$ cat src/rtl/window_gen.sv
// window_gen: streaming sliding-window generator for a KERNEL_SIZE x KERNEL_SIZE kernel.
//
// Accepts one pixel per handshake in raster order, keeps KERNEL_SIZE-1 line buffers and a
// KERNEL_SIZE x KERNEL_SIZE shift window, and emits every fully-inside window (no padding).
// Window packing: win_out[KERNEL_SIZE-1-r][KERNEL_SIZE-1-c] is the pixel at offset (r, c)
// from the window's top-left, so a row-major {top-left .. bottom-right} concatenation matches.
// KERNEL_SIZE must be >= 2; IMG_WIDTH and IMG_HEIGHT must be >= KERNEL_SIZE.
//
// Ports:
//   clk        clock, all state on rising edge
//   rst_n      asynchronous active-low reset
//   px_valid   px_in holds a valid pixel
//   px_ready   block can accept a pixel this cycle (combinational)
//   px_in      pixel, raster order
//   win_valid  win_out holds a complete window
//   win_ready  downstream accepts the window
//   win_out    packed window
//   win_last   high with the final window of a frame
module window_gen #(
    parameter int unsigned KERNEL_SIZE = 3,
    parameter int unsigned PX_SIZE     = 8,
    parameter int unsigned IMG_WIDTH   = 8,
    parameter int unsigned IMG_HEIGHT  = 8
) (
    input  logic                                               clk,
    input  logic                                               rst_n,
    input  logic                                               px_valid,
    output logic                                               px_ready,
    input  logic [PX_SIZE-1:0]                                 px_in,
    output logic                                               win_valid,
    input  logic                                               win_ready,
    output logic [KERNEL_SIZE-1:0][KERNEL_SIZE-1:0][PX_SIZE-1:0] win_out,
    output logic                                               win_last
);

    localparam int unsigned ColW   = (IMG_WIDTH > 1) ? $clog2(IMG_WIDTH) : 1;
    localparam int unsigned RowW   = (IMG_HEIGHT > 1) ? $clog2(IMG_HEIGHT) : 1;
    localparam int unsigned LbRows = KERNEL_SIZE - 1;

    localparam logic [ColW-1:0] ColMax   = ColW'(IMG_WIDTH - 1);
    localparam logic [RowW-1:0] RowMax   = RowW'(IMG_HEIGHT - 1);
    localparam logic [ColW-1:0] ColFirst = ColW'(KERNEL_SIZE - 1);
    localparam logic [RowW-1:0] RowFirst = RowW'(KERNEL_SIZE - 1);

    typedef logic [KERNEL_SIZE-1:0][KERNEL_SIZE-1:0][PX_SIZE-1:0] win_t;

    // Line buffers: row 0 holds the oldest image row.
    logic [PX_SIZE-1:0] lb_q  [LbRows][IMG_WIDTH];
    logic [PX_SIZE-1:0] lb_d  [LbRows][IMG_WIDTH];
    // Shift window indexed [row][col], row 0 = top, col 0 = left.
    logic [PX_SIZE-1:0] win_q [KERNEL_SIZE][KERNEL_SIZE];
    logic [PX_SIZE-1:0] win_d [KERNEL_SIZE][KERNEL_SIZE];

    logic [ColW-1:0] col_q, col_d;
    logic [RowW-1:0] row_q, row_d;
    win_t            win_out_q, win_out_d;
    logic            win_valid_q, win_valid_d;
    logic            win_last_q, win_last_d;

    logic px_fire;
    logic win_fire;
    logic col_last;
    logic row_last;
    logic win_done;

    always_comb begin
        px_ready = !win_valid_q || win_ready;
        px_fire  = px_valid && px_ready;
        win_fire = win_valid_q && win_ready;
        col_last = (col_q == ColMax);
        row_last = (row_q == RowMax);
        // Gating on col also hides stale columns carried over from the previous row.
        win_done = px_fire && (row_q >= RowFirst) && (col_q >= ColFirst);

        lb_d        = lb_q;
        win_d       = win_q;
        col_d       = col_q;
        row_d       = row_q;
        win_out_d   = win_out_q;
        win_valid_d = win_valid_q;
        win_last_d  = win_last_q;

        if (px_fire) begin
            for (int r = 0; r < KERNEL_SIZE; r++) begin
                for (int c = 0; c < KERNEL_SIZE - 1; c++) begin
                    win_d[r][c] = win_q[r][c+1];
                end
            end
            for (int r = 0; r < LbRows; r++) begin
                win_d[r][KERNEL_SIZE-1] = lb_q[r][col_q];
            end
            win_d[KERNEL_SIZE-1][KERNEL_SIZE-1] = px_in;

            // Column of the line buffers shifts up; the newest row lands at the bottom.
            for (int r = 0; r < LbRows - 1; r++) begin
                lb_d[r][col_q] = lb_q[r+1][col_q];
            end
            lb_d[LbRows-1][col_q] = px_in;

            if (col_last) begin
                col_d = '0;
                row_d = row_last ? '0 : row_q + RowW'(1);
            end else begin
                col_d = col_q + ColW'(1);
            end
        end

        if (win_done) begin
            for (int r = 0; r < KERNEL_SIZE; r++) begin
                for (int c = 0; c < KERNEL_SIZE; c++) begin
                    win_out_d[KERNEL_SIZE-1-r][KERNEL_SIZE-1-c] = win_d[r][c];
                end
            end
            win_valid_d = 1'b1;
            win_last_d  = col_last && row_last;
        end else if (win_fire) begin
            win_valid_d = 1'b0;
            win_last_d  = 1'b0;
        end
    end

    always_ff @(posedge clk or negedge rst_n) begin
        if (!rst_n) begin
            for (int r = 0; r < LbRows; r++) begin
                for (int c = 0; c < IMG_WIDTH; c++) begin
                    lb_q[r][c] <= '0;
                end
            end
            for (int r = 0; r < KERNEL_SIZE; r++) begin
                for (int c = 0; c < KERNEL_SIZE; c++) begin
                    win_q[r][c] <= '0;
                end
            end
            col_q       <= '0;
            row_q       <= '0;
            win_out_q   <= '0;
            win_valid_q <= 1'b0;
            win_last_q  <= 1'b0;
        end else begin
            lb_q        <= lb_d;
            win_q       <= win_d;
            col_q       <= col_d;
            row_q       <= row_d;
            win_out_q   <= win_out_d;
            win_valid_q <= win_valid_d;
            win_last_q  <= win_last_d;
        end
    end

    assign win_out   = win_out_q;
    assign win_valid = win_valid_q;
    assign win_last  = win_last_q;

endmodule

$ cat config.mk
export PLATFORM = sky130hd
export DESIGN_NAME = window_gen
export DESIGN_NICKNAME = d
export VERILOG_FILES = /design/src/rtl/window_gen.sv
export SDC_FILE = /design/constraint.sdc
export NUM_CORES = 1
export LEC_CHECK = 0
export CAP_MARGIN = 40
export CORE_MARGIN = 3
export CORE_UTILIZATION = 46
export CTS_CLUSTER_SIZE = 28
export DETAILED_ROUTE_END_ITERATION = 12
export HOLD_SLACK_MARGIN = 0.05
export PLACE_DENSITY = 0.63
export SYNTH_ARGS = -nofsm -noshare
export SYNTH_HDL_FRONTEND = slang
export SYNTH_SLANG_ARGS = --single-unit
$ cat constraint.sdc
create_clock -name clk -period 3.64 [get_ports clk]
set_clock_uncertainty 0.05 [all_clocks]
set_input_delay 0.728 -clock clk [delete_from_list [all_inputs] [get_ports clk]]
set_output_delay 0.728 -clock clk [all_outputs]
set_load 0.1 [all_outputs]
==> results.sh <==
export IMPL_outcome="finished, final reports clean"
export IMPL_max_slew_worst_pin_slew_ps=736
export IMPL_fin_crit_ps=2690
export IMPL_synth_edf_count=0
export IMPL_path_class="reg2reg"
export IMPL_layout_nets=1017
export IMPL_synth_top_cell_area_share_pct=60.1
export IMPL_synth_top_cell_by_area="dfrtp_1"
export IMPL_relSlewSlack_pct=49.9
export IMPL_numCtsBuffers=29
export IMPL_critPathRequiredTime_ps=3960
export IMPL_fp_dieH_um=165
export IMPL_syn_nets=856
export IMPL_dr_total_vias=7077
export IMPL_wl_per_cell_um=18.5
export IMPL_hold_viol_final=0
export IMPL_initial_utilization_pct=47.4
export IMPL_slew_viol_final=0
export IMPL_layout_commonest_cell="dfrtp_1"
export IMPL_clk_path_buf_depth=3
export IMPL_clock_sinks=280
export IMPL_ys_top_cells_by_area="dfrtp_1, mux2_2, o21ai_0"
export IMPL_cts_htree_levels=1
export IMPL_synth_ff_type="dfrtp_1"
export IMPL_ys_seq_elements=280
export IMPL_insertion_delay_ps=540
export IMPL_fp_row_count=57
export IMPL_syn_area_per_cell_um2=13.9
export IMPL_antenna_found_initial=0
export IMPL_multi_input_area_um2=4290
export IMPL_port_buffers=86
export IMPL_drc=0
export IMPL_critPathMaxFanout=28
export IMPL_end_kind="register"
export IMPL_grt_pass1_wl_um=41200
export IMPL_grt_setup_unrepaired="false"
export IMPL_most_common_layout_cells="dfrtp_1, mux2_2, clkdlybuf4s50_1, nand2_1, o21ai_0"
export IMPL_coreArea_um2=24600
export IMPL_hp_class="in2async"
export IMPL_post_route_period_util_pct=73.8
export IMPL_diodes=0
export IMPL_whs_ps=183
export IMPL_io_pins=87
export IMPL_ant_nets=0
export IMPL_finalSetupViolCount=0
export IMPL_clkTransAtPathRegs_ps=60
export IMPL_synth_area_um2=11700
export IMPL_fin_setup_tns_ps=0
export IMPL_drive_above_1_share_pct=36.2
export IMPL_synthArstFlopShare_pct=100
export IMPL_ctsHoldBuffers=0
export IMPL_area_delta_synth_final_pct=29.2
export IMPL_grt_pass1_vias=7443
export IMPL_first_pass_iters=5
export IMPL_grt_max_degree=94
export IMPL_cts_tree="yes"
export IMPL_cap_violations=0
export IMPL_cts_root_buf="clkbuf_16"
export IMPL_ys_warn_count=0
export IMPL_worstPathArrival_ps=3000
export IMPL_synthDistinctLibCells=51
export IMPL_die_x_um=165
export IMPL_grt_overflow=0
export IMPL_place_detailed_hpwl_um=15800
export IMPL_seqCellArea_um2=7010
export IMPL_track_usage_pct=19.1
export IMPL_die_area_um2=27300
export IMPL_gp_congestion=0.765
export IMPL_drt_vias_per_instance=5.27
export IMPL_postCtsSetupBuffers=0
export IMPL_post_cts_resized=0
export IMPL_place_area_um2=14000
export IMPL_fin_area_um2=15100
export IMPL_routed_wl_um=24900
export IMPL_drt_iter0_markers=401
export IMPL_yosysSeqAreaShare_pct=60.1
export IMPL_syn_inst=838
export IMPL_start_kind="register"
export IMPL_max_freq_ghz=0.372
export IMPL_fill_cells=1900
[routing by layer]
layer  global-route usage [%]  wire length (um)  up-vias
met5                        0                 0        -
met3                     2.54               809       43
met4                     4.31               560        0
met1                     27.7             11600     3599
li1                         -                 -     3308
met2                     31.0             11900      127
[cells by family (layout without fill, tap and decap cells)]
logic type / after synthesis / after routing / synth area share, %
mux: 223 / 223 / 24.5
buf+inv: 61 / 243 / 3.19
simple gates: 142 / 142 / 5.58
flops: 280 / 280 / 60.1
compound gates: 126 / 126 / 6.05
fa+ha+maj: 6 / 6 / 0.644
[metrics by stage]
step                std cells  worst slack (ps)  util (%)
floorplan                 838               983         -
global placement         1217               651      52.3
detailed placement       1292               606      57.0
CTS                      1344               937      61.2
global route             1344               804      61.2
finish                   1344               953      61.2
[synthesized netlist by cell type (4+ instances only)]
cell type    n
dfrtp_1    280
mux2_2     156
nand2_1     82
o21ai_0     82
nor2_1      27
mux2_4      24
buf_2       22
a21oi_1     19
mux4_2      18
mux2i_1     17
clkbuf_1    14
buf_6       11
buf_4        8
nand3_1      7
ha_1         6
mux2i_4      6
nand4_1      5
inv_1        4
or3b_2       4
[cell type report]
type,count,area share (%)
Multi-Input combinational cell,497,28.5
Inverter,6,0.166
Clock inverter,16,1.58
Clock buffer,36,5.26
Timing Repair Buffer,185,15.3
Sequential cell,280,46.5
Tap cell,324,2.69
[flip-flops by register name, indices dropped and copies added (netlist names)]
register / flops
lb_q: 128
win_out: 72
win_q: 72
col_q: 3
row_q: 3
win_last: 1
win_valid: 1
[critical path: stages (launching register included)]
cell and delay, ps:
dfrtp_2 810, buf_12 270, mux4_2 540, mux2i_2 600, o21ai_0 230
[worst paths after layout]
| check | from | to | slack [ps] | depth (start not counted) |
|---|---|---|---|---|
| worst max-delay path | col_q[1] | lb_q[87] | 950 | 4 |
| worst min-delay path | rst_n | win_out[52] | 180 | 1 |
| worst min register to register | win_out[52] | win_out[52] | 430 | 2 |
| max in group asynchronous | rst_n | win_out[20] | 2520 | 2 |
| worst max register to register | col_q[1] | lb_q[87] | 950 | 4 |
| min in group clk | win_out[52] | win_out[52] | 430 | 2 |
Power is left out: the tool's default activity adds up to more than one toggle a clock period on the data nets, which glitch-free logic cannot reach.
==> edit: new RTL, same flow settings <==
Reset style: synchronous (`rst_n`), changed in one clocked block. Comments in the files are not updated.
--- a/src/rtl/window_gen.sv
+++ b/src/rtl/window_gen.sv
@@ -119,7 +119,7 @@
         end
     end
 
-    always_ff @(posedge clk or negedge rst_n) begin
+    always_ff @(posedge clk) begin
         if (!rst_n) begin
             for (int r = 0; r < LbRows; r++) begin
                 for (int c = 0; c < IMG_WIDTH; c++) begin
Function: no difference found for any inputs over 10 cycles, from zero or initial values and one cycle with rst_n low; that may be too few to reach the edited logic, so the function may still have changed.
==> edit against the original RTL <==
  * Wire length is 13% higher
  * Utilization fell by 0.40 points
  * Design area fell by 12%
  * Synthesized cell count is 42% higher
  * Sequential cell count down 24
  * Worst setup slack better by 0.033 ns
  * Count of clock-buffer cells in the layout grew 6
  * Register-to-register slack improved by 0.18 ns
  * Non-clock buffer count increased by 15
  * Area after synthesis down 12%
  * Critical path depth is 1 higher
==> edit: results (changes against the original RTL) <==
Route:
- The detail-routed via count per cell is 5.45 (+3.6%).
- The total vias in the final route is 8775 (+24%).
- The detailed router's first-iteration violation count is 625 (+56%).
- The total wire length came to 28.0 mm (+13%).

Synth:
- The distinct cell type count after synthesis is 54 (+5.9%).
- The adder-cell share of the synthesized area is 0.730% (+0.087 points).
- The share of synthesized area spent on multiplexers is 6.34% (-18 points).
- After synthesis, the cell types taking the most area are sky130_fd_sc_hd__dfxtp_1, sky130_fd_sc_hd__a21oi_1, sky130_fd_sc_hd__nand2_1, sky130_fd_sc_hd__mux2i_1, sky130_fd_sc_hd__o21ai_0.
- The commonest cells after synthesis are sky130_fd_sc_hd__nand2_1, sky130_fd_sc_hd__dfxtp_1, sky130_fd_sc_hd__a21oi_1, sky130_fd_sc_hd__o21ai_0, sky130_fd_sc_hd__mux2i_1.
- The synthesized instance count is 1193 (+42%).
- The sequential cell area fraction in the yosys report is 49.9% (-10 points).
- The async set-reset flop share out of synthesis is 0% (-100 points).
- The post-synth net total is 1211 (+41%).
- The count of synthesis-stage warnings from yosys came to 0 (unchanged).
- The post-synthesis compound-gate area fraction is 20.8% (+15 points).

Global route:
- The total routing resource utilization after global routing is 22.9% (+3.8 points).
- The global-route wire length before repair is 45.3 mm (+10%).
- The largest net degree at the start of global routing is 89 (-5.3%).
- The via count of the first global-routing pass is 8354 (+12%).

Clock tree:
- The number of buffers created by CTS is 27 (-6.9%).
- The post-CTS clock slew at the launch and capture registers of the worst setup and hold paths is 0.06 ns (about the same).
- The number of setup buffers added after CTS is 0 (unchanged).
- The clock insertion delay at the later pin of the skew report came to 0.52 ns (-0.02 ns).

Timing:
- The worst hold margin is 0.401 ns (+0.218 ns).
- The transition time at the pin with the least slew margin is 0.821 ns (+0.0843 ns).

Min path:
- The worst hold path cell count is 2.
- The path class of the tightest hold or removal check is reg2reg.

Cells and area:
- The count of filler cells inserted in the layout is 1818 (-4.3%).
- The proportion of layout cells with a drive suffix above 1 is 14.5% (-22 points).
- The antenna diode count is 0 (unchanged).
- The total number of nets in the final design is 1328 (+31%).

Placed design:
- The post-placement setup slack was 0.644 ns (+0.0381 ns).
- The half-perimeter wire length after placement came to 18.2 mm (+16%).
- The placer congestion estimate came to 0.806 (+5.4%).
- The cell total after placement was 1561 (+21%).

Setup path:
- The capture instance of the worst register-to-register path is lb_q[82].
- The worst endpoint data arrival time was 1.88 ns (-1.12 ns).
- The internal reg-to-reg setup slack was 1.13 ns (+0.18 ns).
- The cell with the biggest individual delay on the critical path is sky130_fd_sc_hd__clkdlybuf4s50_1.
- In this run the critical register-to-register path is launched from col_q[0].
- The maximum net fanout on the critical path is 12 (-57%).
- The family with the most delay on the worst path is buffers and inverters.
- The maximum single-stage delay on the critical path was 0.43 ns (-0.38 ns).
- The cell count of the worst reg-to-reg path is 6 (+2).

Run status:
- The flow ran to the end, and the final reports show no timing, DRC or antenna violations.

Pwr:
- The leakage power total is between 0.004 and 0.005 uW.
edit: area by class of cell:
| type | instances | area [sq um] | share of cell area [%] |
|---|---|---|---|
| flip-flops and latches | 256 | 5130 | 38.5 |
| multi-input cells | 819 | 4520 | 33.9 |
| repair buffers | 200 | 2420 | 18.2 |
| clock buffers | 42 | 832 | 6.25 |
| well taps | 280 | 350 | 2.63 |
| clock inverters | 6 | 40.0 | 0.301 |
| inverters | 6 | 27.5 | 0.207 |
edit: tightest hold or removal path: stages (launching register included):
cell	delay (ns)
sky130_fd_sc_hd__dfxtp_1	0.30
sky130_fd_sc_hd__nand2_1	0.05
sky130_fd_sc_hd__a21oi_1	0.05
edit: cell families (layout without fill, tap and decap cells):
logic type	count (synthesis)	count (layout)
simple gates	373	373
compound gates	379	379
buf+inv	118	254
fa+ha+maj	6	6
flops	256	256
mux	61	61
edit: worst max-delay path by stage:
stage	startpoint	to	slack (ns)	depth (start not counted)
after floorplan	win_valid	px_ready	1.06	4
after global placement	win_ready	px_ready	0.44	5
after detailed placement	px_valid	lb_q[86]	0.64	7
after CTS	win_ready	px_ready	1.01	5
after global routing	win_ready	px_ready	0.95	5
final	win_ready	px_ready	0.99	5
edit: where the power goes:
group	leakage [uW]	internal [uW]	total, uW	switching, uW
combinational	0.00213	142	420	278
clock	0.000431	1560	2650	1090
sequential	0.00207	2870	2920	54.1
total	0.00464	4580	5990	1420
edit: per-layer routing:
metal	track usage, %	routed length [um]	vias to the layer above
met5	0	0	-
met4	5.92	658	0
met3	3.28	1260	43
met2	38.2	13400	230
met1	31.4	12800	4180
li1	-	-	4322
edit: per-stage QoR:
stage               total power (uW)  util [%]  instance area (sq um)
CTS                             6040      60.8                  13300
floorplan                       3270         -                  10300
detailed placement              3400      56.8                  12400
global placement                3400      51.3                  11200
finish                          5990      60.8                  13300
global route                    6190      60.8                  13300
